`config.mk`:
```
export PLATFORM = sky130hd
export DESIGN_NAME = fetch_unit
export DESIGN_NICKNAME = d
export VERILOG_FILES = /design/src/rtl/fetch_unit.sv
export SDC_FILE = /design/constraint.sdc
export NUM_CORES = 1
export LEC_CHECK = 0
export CORE_UTILIZATION = 40
export CTS_BUF_LIST = sky130_fd_sc_hd__clkbuf_4
export CTS_CLUSTER_SIZE = 16
export DETAILED_ROUTE_END_ITERATION = 7
export SYNTH_ARGS = -nofsm -noshare
export SYNTH_HDL_FRONTEND = slang
export SYNTH_SLANG_ARGS = --single-unit
```
`constraint.sdc`:
```
create_clock -name Clk -period 8.9 [get_ports Clk]
set_input_delay 1.78 -clock Clk [delete_from_list [all_inputs] [get_ports Clk]]
set_output_delay 1.78 -clock Clk [all_outputs]
set_load 0.05 [all_outputs]
```
`src/rtl/fetch_unit.sv`:
```
// Instruction fetch stage: owns the fetch PC, requests words from instruction
// memory over a req/ack handshake, buffers them in a small prefetch FIFO and
// presents the head entry to the datapath. A taken branch (PCSrc) flushes the
// FIFO and discards any word still in flight for the old path.
//
// Handshakes:
//   memory side   - imem_req/imem_addr are held unchanged until imem_ack; a
//                   word transfers in any cycle with imem_req && imem_ack.
//   datapath side - the head entry transfers in any cycle with
//                   inst_valid && inst_ready; inst_ready alone is ignored.
module fetch_unit #(
    parameter logic [31:0] RESET_PC = 32'h0000_0000,
    parameter int          DEPTH    = 2
) (
    input  logic                     Clk,
    input  logic                     Rst,
    output logic                     imem_req,
    output logic [31:0]              imem_addr,
    input  logic                     imem_ack,
    input  logic [31:0]              imem_rdata,
    output logic [31:0]              Instruc,
    output logic [31:0]              PCCur,
    output logic [31:0]              PCAdd,
    output logic                     inst_valid,
    input  logic                     inst_ready,
    input  logic                     PCSrc,
    input  logic [31:0]              ASA,
    output logic [$clog2(DEPTH):0]   fifo_count,
    output logic [1:0]               dbg_state
);

    localparam int AW = $clog2(DEPTH);
    localparam int CW = AW + 1;
    localparam logic [CW-1:0] DEPTH_C = CW'(DEPTH);

    // RUN: no request outstanding; REQ: request outstanding, its word is kept;
    // DROP: request outstanding, its word belongs to a squashed path.
    typedef enum logic [1:0] {ST_RUN = 2'd0, ST_REQ = 2'd1, ST_DROP = 2'd2} state_t;

    state_t          state;
    logic            run_en;
    logic [31:0]     fetch_pc;
    logic [31:0]     req_addr;
    logic [31:0]     last_pc;
    logic [AW-1:0]   rd_ptr;
    logic [AW-1:0]   wr_ptr;
    logic [CW-1:0]   count;
    logic [31:0]     pc_mem   [DEPTH];
    logic [31:0]     data_mem [DEPTH];

    logic            pop;
    logic            space;
    logic            xfer;
    logic            push;
    logic [CW-1:0]   count_next;
    logic            space_next;
    logic [31:0]     pc_inc;
    logic [31:0]     target;

    // Handshake decode: request is combinational so it can issue in the same
    // cycle a pop frees a slot; a redirect in RUN suppresses the stale request.
    always_comb begin
        inst_valid = (count != '0);
        pop        = inst_ready && inst_valid;
        space      = (count < DEPTH_C) || pop;
        imem_req   = run_en && ((state != ST_RUN) || (space && !PCSrc));
        imem_addr  = (state == ST_RUN) ? fetch_pc : req_addr;
        xfer       = imem_req && imem_ack;
        push       = xfer && (state != ST_DROP) && !PCSrc;
        count_next = count + CW'(push) - CW'(pop);
        space_next = (count_next < DEPTH_C);
        pc_inc     = fetch_pc + 32'd4;
        target     = {ASA[31:2], 2'b00};
    end

    // Head presentation: a NOP with the last consumed PC when the FIFO is empty.
    always_comb begin
        Instruc    = inst_valid ? data_mem[rd_ptr] : 32'd0;
        PCCur      = inst_valid ? pc_mem[rd_ptr] : last_pc;
        PCAdd      = PCCur + 32'd4;
        fifo_count = count;
        dbg_state  = state;
    end

    // FIFO storage; entries need no reset because count gates their visibility.
    always_ff @(posedge Clk) begin
        if (push) begin
            pc_mem[wr_ptr]   <= fetch_pc;
            data_mem[wr_ptr] <= imem_rdata;
        end
    end

    // Fetch FSM, fetch PC and FIFO bookkeeping; redirect outranks everything.
    always_ff @(posedge Clk or negedge Rst) begin
        if (!Rst) begin
            state    <= ST_RUN;
            run_en   <= 1'b0;
            fetch_pc <= RESET_PC;
            req_addr <= RESET_PC;
            last_pc  <= 32'd0;
            rd_ptr   <= '0;
            wr_ptr   <= '0;
            count    <= '0;
        end else begin
            run_en <= 1'b1;
            if (pop) begin
                last_pc <= pc_mem[rd_ptr];
            end
            if (PCSrc) begin
                rd_ptr   <= '0;
                wr_ptr   <= '0;
                count    <= '0;
                fetch_pc <= target;
                if (imem_req && !imem_ack) begin
                    state <= ST_DROP;
                end else if (xfer) begin
                    state    <= ST_REQ;
                    req_addr <= target;
                end else begin
                    state <= ST_RUN;
                end
            end else begin
                if (pop) begin
                    rd_ptr <= rd_ptr + AW'(1);
                end
                if (push) begin
                    wr_ptr <= wr_ptr + AW'(1);
                end
                count <= count_next;
                if (xfer) begin
                    if (state != ST_DROP) begin
                        fetch_pc <= pc_inc;
                    end
                    if (space_next) begin
                        state    <= ST_REQ;
                        req_addr <= (state == ST_DROP) ? fetch_pc : pc_inc;
                    end else begin
                        state <= ST_RUN;
                    end
                end else if (imem_req && (state == ST_RUN)) begin
                    state    <= ST_REQ;
                    req_addr <= fetch_pc;
                end
            end
        end
    end

endmodule

```
==> flow_summary_export.csv <==
group,metric,value,unit
die,rows,58,
synthesis,dominantRegCellSynth,"edfxtp_1",
synthesis,yosys_warnings,0,
drt,first_pass_iters,5,
finish,final_core_util,52.83,%
setup_path,cp.required,7.12,ns
global_routing,first_global_vias,7201,
sta,maxSlewHeadroom,37.11,%
finish,syn_to_final_growth,28.66,%
die,boundaryPins,203,
global_routing,grtUsageTotal,19.14,%
drt,vias,7416,
setup_path,critical_path_arrival,4.65,ns
cts,cts_tree,"built",
sta,tightest_slew,0.9412,ns
synthesis,ys_types,63,
synthesis,yosys.area_share.xor_xnor,4.175,%
finish,n_fill_cell,2344,
sta,fin_skew,0.04873,ns
die,start_util,41.06,%
synthesis,synth_edf_count,124,
sta,fin_crit,6.428,ns
drt,drtIter0Drc,365,
setup_path,cp_slowest_cell,"clkdlybuf4s50_1",
synthesis,ys_seq_area_share,59.22,%
die,design.core.area,25400,sq um
setup_path,end_kind,"primary output",
synthesis,synthMuxAreaShare,11.76,%
cts,post-cts-setup-buffers,0,
placed_design,dp_hpwl,16630,microns
setup_path,r2r-start,"fifo_count[1]",
drt,routedWlPerCell,17.55,microns
setup_path,worst_path_largest_cell_delay,0.83,ns
drt,post-route-drc-count,0,
setup_path,r2r-end,"req_addr[17]",
cts,cts-buffers-inserted,57,
synthesis,synth.top_cell.area_share,35.70,%
sta,whs,0.4735,ns
run,cap_violations,0,
synthesis,ys_seq_elements,222,
drt,ant_nets,0,
global_routing,grt_max_degree,64,
cts,clock-sinks,222,
setup_path,cp_cell_sequence,"buf_4 -> mux2i_1 -> a21oi_1 -> and4_1 -> nand4_4 -> nor4_4 -> xor2_1 -> clkdlybuf4s50_1",
synthesis,netlist_top_cells_area,"edfxtp_1 (36%), dfrtp_1 (24%), mux2i_1 (6.1%), mux2_2 (5.3%), nor2_1 (2.6%)",
global_routing,gr-total-overflow,0,
cts,hold_buffers,0,
sta,fmax,155.6,MHz
synthesis,synth_compound_area_share,7.642,%
synthesis,synth_top_family_by_area,"simple AND/OR/NAND/NOR gates",
synthesis,synth_top_area_cell,"edfxtp_1",
sta,timing.setup.tns,0,ns
die,die_w,163.5,microns
setup_path,cp.buffers_inverters,2,
status,outcome,"completed",
setup_path,reg2reg_depth,14,
synthesis,synth_most_common_cell,"edfxtp_1",
die,chipHeight,163.5,microns
min_path,hold_path.startpoint,"req_addr[12]",
setup_path,cp-start-kind,"register",
sta,hold_viol_final,0,
min_path,hold_class,"register to register",
synthesis,synth_fa_ha_area_share,0.4799,%
synthesis,syn_area_per_cell,12.36,sq um
sta,rsz0062_at_grt,"false",
cts,cts_max_level,2,
cts,clk_path_buf_depth,3,
finish,final_cells,1442,
die,die-area,26720,sq um
finish,final_nets,1137,
sta,fin_crit_sh,72.22,%
cts,cts_resized,0,
placed_design,io_buffers,196,
synthesis,synthCells,844,
cts,clk_latency,0.67,ns
drt,vias_per_cell,5.143,
sta,slew_violations,0,
placed_design,place_inst,1335,
synthesis,syn_area,10430,sq um
cts,clk_pin_slew,0.08,ns
drt,finalWirelength,25310,microns
setup_path,worstPathMaxFanout,34,
synthesis,ys_async_sr_fraction,44.14,%
min_path,hold_end,"req_addr[12]",
synthesis,synth_commonest_cells,"edfxtp_1 (124), dfrtp_1 (98), nor2_1 (71)",
cts,clock-root-buffer,"clkbuf_4",
synthesis,synthSimpleGateAreaFrac,13.35,%
placed_design,gp_congestion,0.7656,
global_routing,antenna_found_initial,1,
global_routing,grt_pass1_wl,39580,microns
setup_path,worstSetupPathType,"register to primary output",
finish,drive_gt1_share,17.12,%
setup_path,path_delay_family,"buffers and inverters",
setup_path,r2r_slack,4.15,ns
min_path,whs_path_depth,2,
sta,setup_violations,0,
[final cells by class]
| type | count | area [sq um] | area share (%) |
|---|---|---|---|
| flip-flops and latches | 222 | 6180 | 46.06 |
| multi-input cells | 556 | 3940 | 29.36 |
| repair buffers | 208 | 2049 | 15.27 |
| clock buffers | 89 | 668.1 | 4.979 |
| well taps | 330 | 412.9 | 3.077 |
| clock inverters | 16 | 88.84 | 0.6621 |
| inverters | 19 | 73.82 | 0.5502 |
| diodes | 2 | 5.005 | 0.03730 |
[worst register-to-register path, delay by kind of cell, from the launching register on]
family | cells | cell delay (ns)
adder cells (fa/ha/maj) | 2 | 0.57
AO/OA/AOI/OAI | 3 | 1.05
multiplexers | 1 | 0.39
AND/OR/NAND/NOR | 3 | 0.93
XOR/XNOR | 1 | 0.19
buffers and inverters | 4 | 1.13
flip-flops | 1 | 0.36
[cells in the final DEF, fill, tap and decap left out, drive strengths merged, types with 18 or more instances in the layout]
master         instances
clkdlybuf4s50        195
nor3                  43
o21ai                 44
nand2                 69
edfxtp               124
xor2                  19
a21oi                 28
nor2                  72
nand4                 19
dfrtp                 98
inv                   18
mux2                  52
clkbuf                89
xnor2                 28
mux2i                 64
[layer usage]
| metal | vias up | global-route usage [%] | part of all wire (%) |
|---|---|---|---|
| li1 | 3562 | - | - |
| met1 | 3551 | 27.80 | 47 |
| met2 | 269 | 28.43 | 44 |
| met3 | 34 | 4.317 | 6.9 |
| met4 | 0 | 5.640 | 1.6 |
| met5 | - | 0 | 0 |
[cell families after synthesis]
kind of cell / count (synthesis)
flip-flops: 222
AO/OA/AOI/OAI: 120
adder cells (fa/ha/maj): 4
AND/OR/NAND/NOR: 263
multiplexers: 116
other: 2
XOR/XNOR: 48
buffers and inverters: 69
[stage by stage]
| stage | worst slack, ns | instance area, sq um |
|---|---|---|
| floorplan | 2.956 | 10440 |
| global placement | 2.370 | 12660 |
| detailed placement | 2.348 | 12660 |
| CTS | 2.299 | 13410 |
| global route | 2.127 | 13420 |
| finish | 2.472 | 13420 |
[sequential cells by signal, indices dropped and copies added, names as in the netlist, 2 cells and up]
register	cells
data_mem	64
dbg_state	2
fetch_pc	30
fifo_count	2
last_pc	30
pc_mem	60
req_addr	31
[how the worst max path moves through the flow]
stage	start	to	slack, ns	cells after the start
floorplan	inst_ready	data_mem[0][0]	2.96	7
global placement	imem_ack	req_addr[17]	2.37	13
detailed placement	imem_ack	req_addr[17]	2.35	13
CTS	rd_ptr	PCAdd[28]	2.30	8
global route	fifo_count[1]	PCAdd[25]	2.13	9
finish	rd_ptr	PCAdd[28]	2.47	8
Power is left out: the tool's default activity adds up to more than one toggle a clock period on the data nets, which glitch-free logic cannot reach.
